File: config.mk
export PLATFORM = sky130hd
export DESIGN_NAME = uart_cmd_parser
export DESIGN_NICKNAME = d
export VERILOG_FILES = /design/src/rtl/uart_cmd_parser.sv
export SDC_FILE = /design/constraint.sdc
export NUM_CORES = 1
export LEC_CHECK = 0
export BUFFER_PORTS_ARGS = -buffer_cell sky130_fd_sc_hd__clkbuf_2
export CAP_MARGIN = 20
export CORE_ASPECT_RATIO = 0.7
export CORE_MARGIN = 3
export CORE_UTILIZATION = 55
export DETAILED_ROUTE_END_ITERATION = 10
export PLACE_DENSITY = 0.76
export SLEW_MARGIN = 20
export SYNTH_ARGS = -nofsm -noshare
export SYNTH_HDL_FRONTEND = slang
export SYNTH_SLANG_ARGS = --single-unit
File: constraint.sdc
create_clock -name clk -period 2.55 [get_ports clk]
set_input_delay 0.51 -clock clk [delete_from_list [all_inputs] [get_ports clk]]
set_output_delay 0.51 -clock clk [all_outputs]
set_load 0.02 [all_outputs]
File: src/rtl/uart_cmd_parser.sv
// uart_cmd_parser: frames UART bytes into 6-byte command packets and drives pixel writes or mode updates
module uart_cmd_parser #(
    parameter logic [7:0]  SYNC_BYTE = 8'hA5,
    parameter logic [19:0] TIMEOUT   = 20'd1000000,
    parameter int          ADDR_W    = 16
) (
    input  logic              clk,
    input  logic              rst_n,
    input  logic [7:0]        byte_data,
    input  logic              data_valid,
    output logic              wr_en,
    output logic [ADDR_W-1:0] wr_addr,
    output logic [7:0]        wr_data,
    output logic [7:0]        mode,
    output logic              frame_err,
    output logic [7:0]        err_cnt,
    output logic              busy
);
    typedef enum logic [2:0] {IDLE, CMD, AHI, ALO, DATA, CHK} state_t;
    state_t state, next;
    logic prev_valid;
    logic [7:0] cmd, ahi, alo, dat, xacc;
    logic [19:0] cnt;
    logic acc, tmo, do_wr, do_mode, do_err;

    assign acc  = data_valid & ~prev_valid;
    assign tmo  = (state != IDLE) && !acc && (cnt == TIMEOUT - 20'd1);
    assign busy = state != IDLE;

    // state register
    always_ff @(posedge clk or negedge rst_n)
        if (!rst_n) state <= IDLE;
        else        state <= next;

    // next state and frame verdict; an arriving byte overrides a timeout
    always_comb begin
        next    = state;
        do_wr   = 1'b0;
        do_mode = 1'b0;
        do_err  = 1'b0;
        if (tmo) begin
            next   = IDLE;
            do_err = 1'b1;
        end else if (acc) begin
            case (state)
                IDLE: if (byte_data == SYNC_BYTE) next = CMD;
                CMD:  next = AHI;
                AHI:  next = ALO;
                ALO:  next = DATA;
                DATA: next = CHK;
                CHK: begin
                    next = IDLE;
                    if (byte_data != xacc) do_err = 1'b1;
                    else if (cmd == 8'h01) do_wr = 1'b1;
                    else if (cmd == 8'h02) do_mode = 1'b1;
                    else do_err = 1'b1;
                end
                default: next = IDLE;
            endcase
        end
    end

    // edge detect, inter-byte timer and payload capture with running checksum
    always_ff @(posedge clk or negedge rst_n) begin
        if (!rst_n) begin
            prev_valid <= 1'b0;
            cnt        <= '0;
            xacc       <= '0;
            cmd        <= '0;
            ahi        <= '0;
            alo        <= '0;
            dat        <= '0;
        end else begin
            prev_valid <= data_valid;
            cnt        <= (acc || tmo || state == IDLE) ? '0 : cnt + 20'd1;
            if (acc) begin
                xacc <= (state == IDLE) ? 8'h00 : xacc ^ byte_data;
                if (state == CMD)  cmd <= byte_data;
                if (state == AHI)  ahi <= byte_data;
                if (state == ALO)  alo <= byte_data;
                if (state == DATA) dat <= byte_data;
            end
        end
    end

    // registered outputs; address/data hold between writes
    always_ff @(posedge clk or negedge rst_n) begin
        if (!rst_n) begin
            wr_en     <= 1'b0;
            wr_addr   <= '0;
            wr_data   <= '0;
            mode      <= '0;
            frame_err <= 1'b0;
            err_cnt   <= '0;
        end else begin
            wr_en     <= do_wr;
            frame_err <= do_err;
            if (do_wr) begin
                wr_addr <= ADDR_W'({ahi, alo});
                wr_data <= dat;
            end
            if (do_mode) mode <= dat;
            if (do_err && err_cnt != 8'hFF) err_cnt <= err_cnt + 8'd1;
        end
    end
endmodule

==> results of run 1 <==
flip-flops by register name, indices dropped and copies added (netlist names):
register    count
cnt            20
wr_data         8
wr_addr        16
ahi             8
err_cnt         8
frame_err       1
cmd             8
state           3
xacc            8
wr_en           1
prev_valid      1
dat             8
mode            8
alo             8
metrics by stage:
step,utilization [%],cells
after detailed placement,63.2,515
after global routing,67.6,530
final,67.6,530
after CTS,67.6,530
after floorplan,-,361
after global placement,63.2,515
cell type report:
cell class	instances	area [um^2]	share of cell area [%]
inverters	5	18.8	0.347
clock inverters	4	98.8	1.83
multi-input cells	237	1890	34.8
flip-flops and latches	106	2650	49.0
clock buffers	11	253	4.67
repair buffers	66	378	6.98
well taps	101	126	2.33
synthesized netlist by cell type, drive strengths merged (2+ instances only):
cell type  instances  share of area (%)
a21oi              6               0.65
a41oi              4               0.76
and3               7               0.95
and4               6                1.1
buf                6                1.0
clkbuf             7               0.57
dfrtp            106                 57
ha                 2               0.54
inv                5               0.41
mux2              66                 18
nand2             28                2.3
nand3             12                1.4
nand3b             2               0.68
nand4              8                1.1
nor2              29                2.4
nor2b              2               0.32
nor3               2               0.22
nor4               5                1.3
nor4b              2               0.51
o21ai             21                2.3
xnor2             13                2.5
xor2              15                2.8
path summary, 6_finish.rpt:
path | from | end | slack [ns] | cells after the start
worst max register to register | state[0] | mode[4] | 0.50 | 5
worst max-delay path | state[0] | mode[4] | 0.50 | 5
min in group clk | data_valid | prev_valid | 0.31 | 1
worst min register to register | alo[1] | wr_addr[1] | 0.50 | 1
max in group asynchronous | rst_n | wr_addr[15] | 1.92 | 2
worst min-delay path | rst_n | cnt[12] | 0.21 | 2
power groups by stage:
stage / Combinational (W) / Sequential (W) / Clock, W
final: 0.000896 / 0.00235 / 0.00159
after CTS: 0.000909 / 0.00234 / 0.00163
after detailed placement: 0.000893 / 0.00236 / 0
after floorplan: 0.000697 / 0.00225 / 0
after global placement: 0.000855 / 0.00234 / 0
after global routing: 0.00101 / 0.00240 / 0.00170
cell families (layout without fill, tap and decap cells):
family	Yosys count	count (layout)
DFF	106	106
and+or+nand+nor	106	106
muxes	66	66
AOI/OAI and AO/OA	35	35
xor gates and xnor gates	28	28
buffers and inverters	18	86
adders and majority gates	2	2
cell usage in the layout, fill, tap and decap left out, types with 2 or more instances in the layout:
cell | netlist | routed
dfrtp_1 | 106 | 106
nor3_1 | 2 | 2
o21ai_0 | 21 | 21
nand3_1 | 11 | 11
mux2_4 | 19 | 19
ha_1 | 2 | 2
nand4_1 | 8 | 8
xor2_1 | 15 | 15
buf_4 | 2 | 13
and3_1 | 7 | 7
a41oi_1 | 4 | 4
xnor2_1 | 13 | 13
mux2_2 | 47 | 47
nor4_1 | 3 | 3
bufinv_16 | 0 | 3
clkbuf_16 | 0 | 9
clkbuf_2 | 0 | 52
nor2_1 | 29 | 29
nor4_4 | 2 | 2
clkbuf_8 | 0 | 2
nand2_1 | 28 | 28
and4_1 | 6 | 6
inv_1 | 5 | 5
a21oi_1 | 6 | 6
worst max-delay path, stage by stage, from the launching register on:
cell,delay [ns]
dfrtp_1,0.48
nor2b_2,0.23
nand3_2,0.15
nor4_4,0.42
nand3b_2,0.29
mux2_2,0.36
metal layers:
layer,track usage (%),part of all wire (%)
met1,29.8,45
met2,33.5,46
met3,7.17,7.1
met4,6.14,1.3
met5,0,0
==> metrics.txt, run 1 <==
Critical Path Sink Type register; cell area after synthesis 4630 um^2; Max VDD drop 590 uV; Power, Total 0.00483 W; 1st-iter DRT viols 230; sequential share of the synthesized area 57.3%; TritonCTS clock tree done; leakage power 2.74 nW; Residual DRC 0; core area 8010 um^2; die area 9570 um^2; post-synthesis xor/xnor area fraction 5.30%; Psw 0.00135 W; Num Clock Sinks 106; Sw Ratio 28.0%; Vias/cell 5.68; Synth Area in Compound Gates 4.54%; initial antenna violation count 0; # fillers 579; # hold bufs at CTS 0; routability cong. 0.841; cts bufs inserted 9; DR vias 3013; Die H 82.8 um; post-DP HPWL 6200 um; count of cell types in the netlist 37; hold_ws 0.210 ns; critical path fanouts, max 8; first-pass GRT wire length 15800 um; DP Area 5060 um^2; Peak Freq 488 MHz; global-route usage over all layers 21.7%; nets@finish 438; Worst Skew 0.00851 ns; Worst-Margin Slew 0.617 ns; Syn Inst Count 361; CP required 2.77 ns; syn_area_per_cell 12.8 um^2; power share of the clock group 32.9%; Crit path arrival time 2.27 ns; largest net degree at the start of global routing 107; Final Hold Fails 0; Ports 54; clock slew seen by the registers of the worst setup and hold paths 0.07 ns; Clock Latency Late Sink 0.34 ns; post-CTS resize count 0; Routed Antenna Nets 0; HP Class primary input to async pin; DP Worst Slack 0.314 ns; simple-gate portion of the synthesized area 12.8%; relative slew slack 58.7%; grt ovf 0; sequential share of power 48.5%; mux share of post-synthesis cell area 17.6%; CP startpoint kind register; Setup Fix Bufs, Post-CTS 0; Setup violations, final 0; RSZ-0062 raised after global routing false; CTS root buf clkbuf_16; largest family of logic cells by synthesized area multiplexers; fin crit share 80.3%; Yosys Warn Count 0; Logic pwr share 18.5%; design area 5410 um^2; diode count 0; final setup margin 0.501 ns; Initial Util 57.8%; Synth Area in Adders 0.540%; Clock Path Buffers 2; htree depth 3; DRT Pass-1 Iters 4; # port buffers 53; max-cap violation count 0; layout cells sized above 1 36.4%; vias in the first global route 3093; Slew Limit Fails 0; Die X 116 um; ys async rst share 100%; internal power 0.00348 W; min cycle time layout 2.05 ns; PD cells 893 nW/um^2; top_reg_cell synth dfrtp_1; Wirelength per Cell 17.4 um; EDFF count, synth 0; status finished, final reports clean; setup TNS 0 ns; Syn Nets 374; Crit Path Category register to register; Rows 27; number of synthesized register bits 106; Routed Wire Length 9230 um; Area Growth Syn to Fin 16.9%
(Power assumes the default switching activity.)
==> run 2: changes to the inputs <==
clock period = 2 ns   (was 2.55 ns; I/O delays follow)
==> run 2 against run 1 <==
Sequential cell count is the same. Maximum frequency is essentially flat. Global-route usage grew 0.29 points. Total power grew 25%. Core utilization grew 2.4 points. Critical path type unchanged. Register-to-register slack lost 0.55 ns. Die area is the same. The run now ends with negative setup slack left. Clock power grew 11%. Critical endpoint is now wr_addr[14].
==> metrics.txt, run 2 (synthesized netlist as in run 1, its figures left out) <==
Clock Latency Late Sink 0.35 ns (about the same); failing checks negative setup slack; number of flip-flops in the largest register 20 (unchanged); HP Class primary input to register; Rows 27 (unchanged); cell count after placement 530 (+2.9%); routability cong. 0.784 (-6.8%); initial antenna violation count 0 (unchanged); Hold Path End prev_valid; Die X 116 um (unchanged); Worst Skew 0.00956 ns (+0.00105 ns); leakage power 2.86 nW (+4.3%); Crit Path Category register to register; Slew Limit Fails 0 (unchanged); critical path fanouts, max 25 (+17); Max VDD drop 804 uV (+36%); most common cell after layout, fill and taps aside dfrtp_1; Initial Util 57.8% (unchanged); most frequent cells in the layout 106 x dfrtp_1, 52 x clkbuf_2, 45 x mux2_2, 29 x nor2_1, 27 x nand2_1; Biggest register cnt; Residual DRC 0 (unchanged); DRT Pass-1 Iters 6 (+2); post-route insts no fill 547 (+3.2%); largest net degree at the start of global routing 38 (-64%); max-cap violation count 0 (unchanged); core area 8010 um^2 (unchanged); 1st-iter DRT viols 227 (-1.3%); die area 9570 um^2 (unchanged); Worst R2R Start cmd[3]; PD cells 1070 nW/um^2 (+20%); clock slew seen by the registers of the worst setup and hold paths 0.07 ns (about the same); Num Clock Sinks 106 (unchanged); Hold Crit Depth 1; DR vias 3105 (+3.1%); Clock Path Buffers 2 (unchanged); global-route usage over all layers 22.0% (+0.29 points); grt ovf 0 (unchanged); worst reg-to-reg setup slack -0.05 ns (-0.55 ns); design area 5610 um^2 (+3.6%); cts bufs inserted 9 (unchanged); Top Registers cnt x20, wr_addr x16; min cycle time layout 2.05 ns (+0.000847 ns); post-DP HPWL 6450 um (+4.0%); RSZ-0062 raised after global routing true; Routed Antenna Nets 0 (unchanged); # port buffers 53 (unchanged); fin crit share 102% (+22 points); Area Growth Syn to Fin 21.1%; DP Worst Slack -0.250 ns (-0.564 ns); CP required 2.23 ns (-0.54 ns); Power, Total 0.00602 W (+25%); relative slew slack 68.7% (+10 points); Ports 54 (unchanged); nets@finish 455 (+3.9%); vias in the first global route 3161 (+2.2%); final setup margin -0.0497 ns (-0.551 ns); CTS root buf clkbuf_16; TritonCTS clock tree done; Reg2Reg Depth 7 (+2); Final Hold Fails 0 (unchanged); hold_sp data_valid; Critical Path Sink Type register; htree depth 3 (unchanged); Die H 82.8 um (unchanged); layout cells sized above 1 40.8% (+4.4 points); capturing point of the worst reg2reg path wr_addr[14]; DP Area 5200 um^2 (+2.7%); Peak Freq 488 MHz (about the same); CP startpoint kind register; Vias/cell 5.68 (-0.15%); Worst-Margin Slew 0.468 ns (-0.149 ns); setup TNS -0.914 ns (-0.914 ns); status finished with violations; Routed Wire Length 9560 um (+3.6%); Wirelength per Cell 17.5 um (+0.39%); Setup violations, final 25 (+25); crit path launch cmd[3]; Crit path arrival time 2.28 ns (about the same); first-pass GRT wire length 15700 um (-0.52%); diode count 0 (unchanged)
[run 2: layout make-up]
| class | instances | area, um^2 |
|---|---|---|
| clock buffer | 11 | 243 |
| clock inverter | 4 | 51.3 |
| fill | 556 | 2400 |
| inverter | 5 | 18.8 |
| multi-input combinational | 237 | 1980 |
| sequential | 106 | 2650 |
| tap | 101 | 126 |
| timing repair buffer | 83 | 541 |
[run 2: worst max-delay path by stage]
stage             endpoint  slack (ns)
2_1_floorplan  wr_addr[14]        0.08
3_3_place_gp    err_cnt[5]       -0.34
3_5_place_dp    err_cnt[5]       -0.25
4_1_cts            mode[0]        0.01
5_1_grt         err_cnt[5]       -0.16
6_report       wr_addr[14]       -0.05
[run 2: metrics by stage]
step	hold slack, ns	util (%)
2_1_floorplan	0.104	-
3_5_place_dp	0.290	64.9
5_1_grt	0.197	70.0
6_report	0.205	70.0
3_3_place_gp	0.288	64.9
4_1_cts	0.189	69.2
[run 2: repair_timing]
| item | CTS | global route |
|---|---|---|
| gates resized for setup | 4 | 14 |
| hold buffers | 1 | 0 |
| buffers inserted | 1 | 0 |
| endpoints found under the hold margin | 14 | 0 |
| pin swaps | 3 | 2 |
| setup endpoints to repair | 16 | 39 |
[run 2: per-layer routing]
layer	global-route usage (%)	share of wire, %
met5	0	0
met4	6.14	1.0
met3	7.75	5.7
met2	35.0	48
met1	29.1	45
[run 2: power by group]
part,total [W],internal [W],switching [W]
clock,0.00176,0.00100,0.000762
combinational,0.00130,0.000651,0.000647
sequential,0.00296,0.00260,0.000364
total,0.00602,0.00425,0.00177
[run 2: critical path, cell delays in order, from the launching register on]
cell and delay (ns):
dfrtp_1 0.39, nor4_1 0.28, nand4_1 0.18, buf_4 0.18, nor4_4 0.27, nand3b_4 0.12
buf_12 0.19, mux2_4 0.31
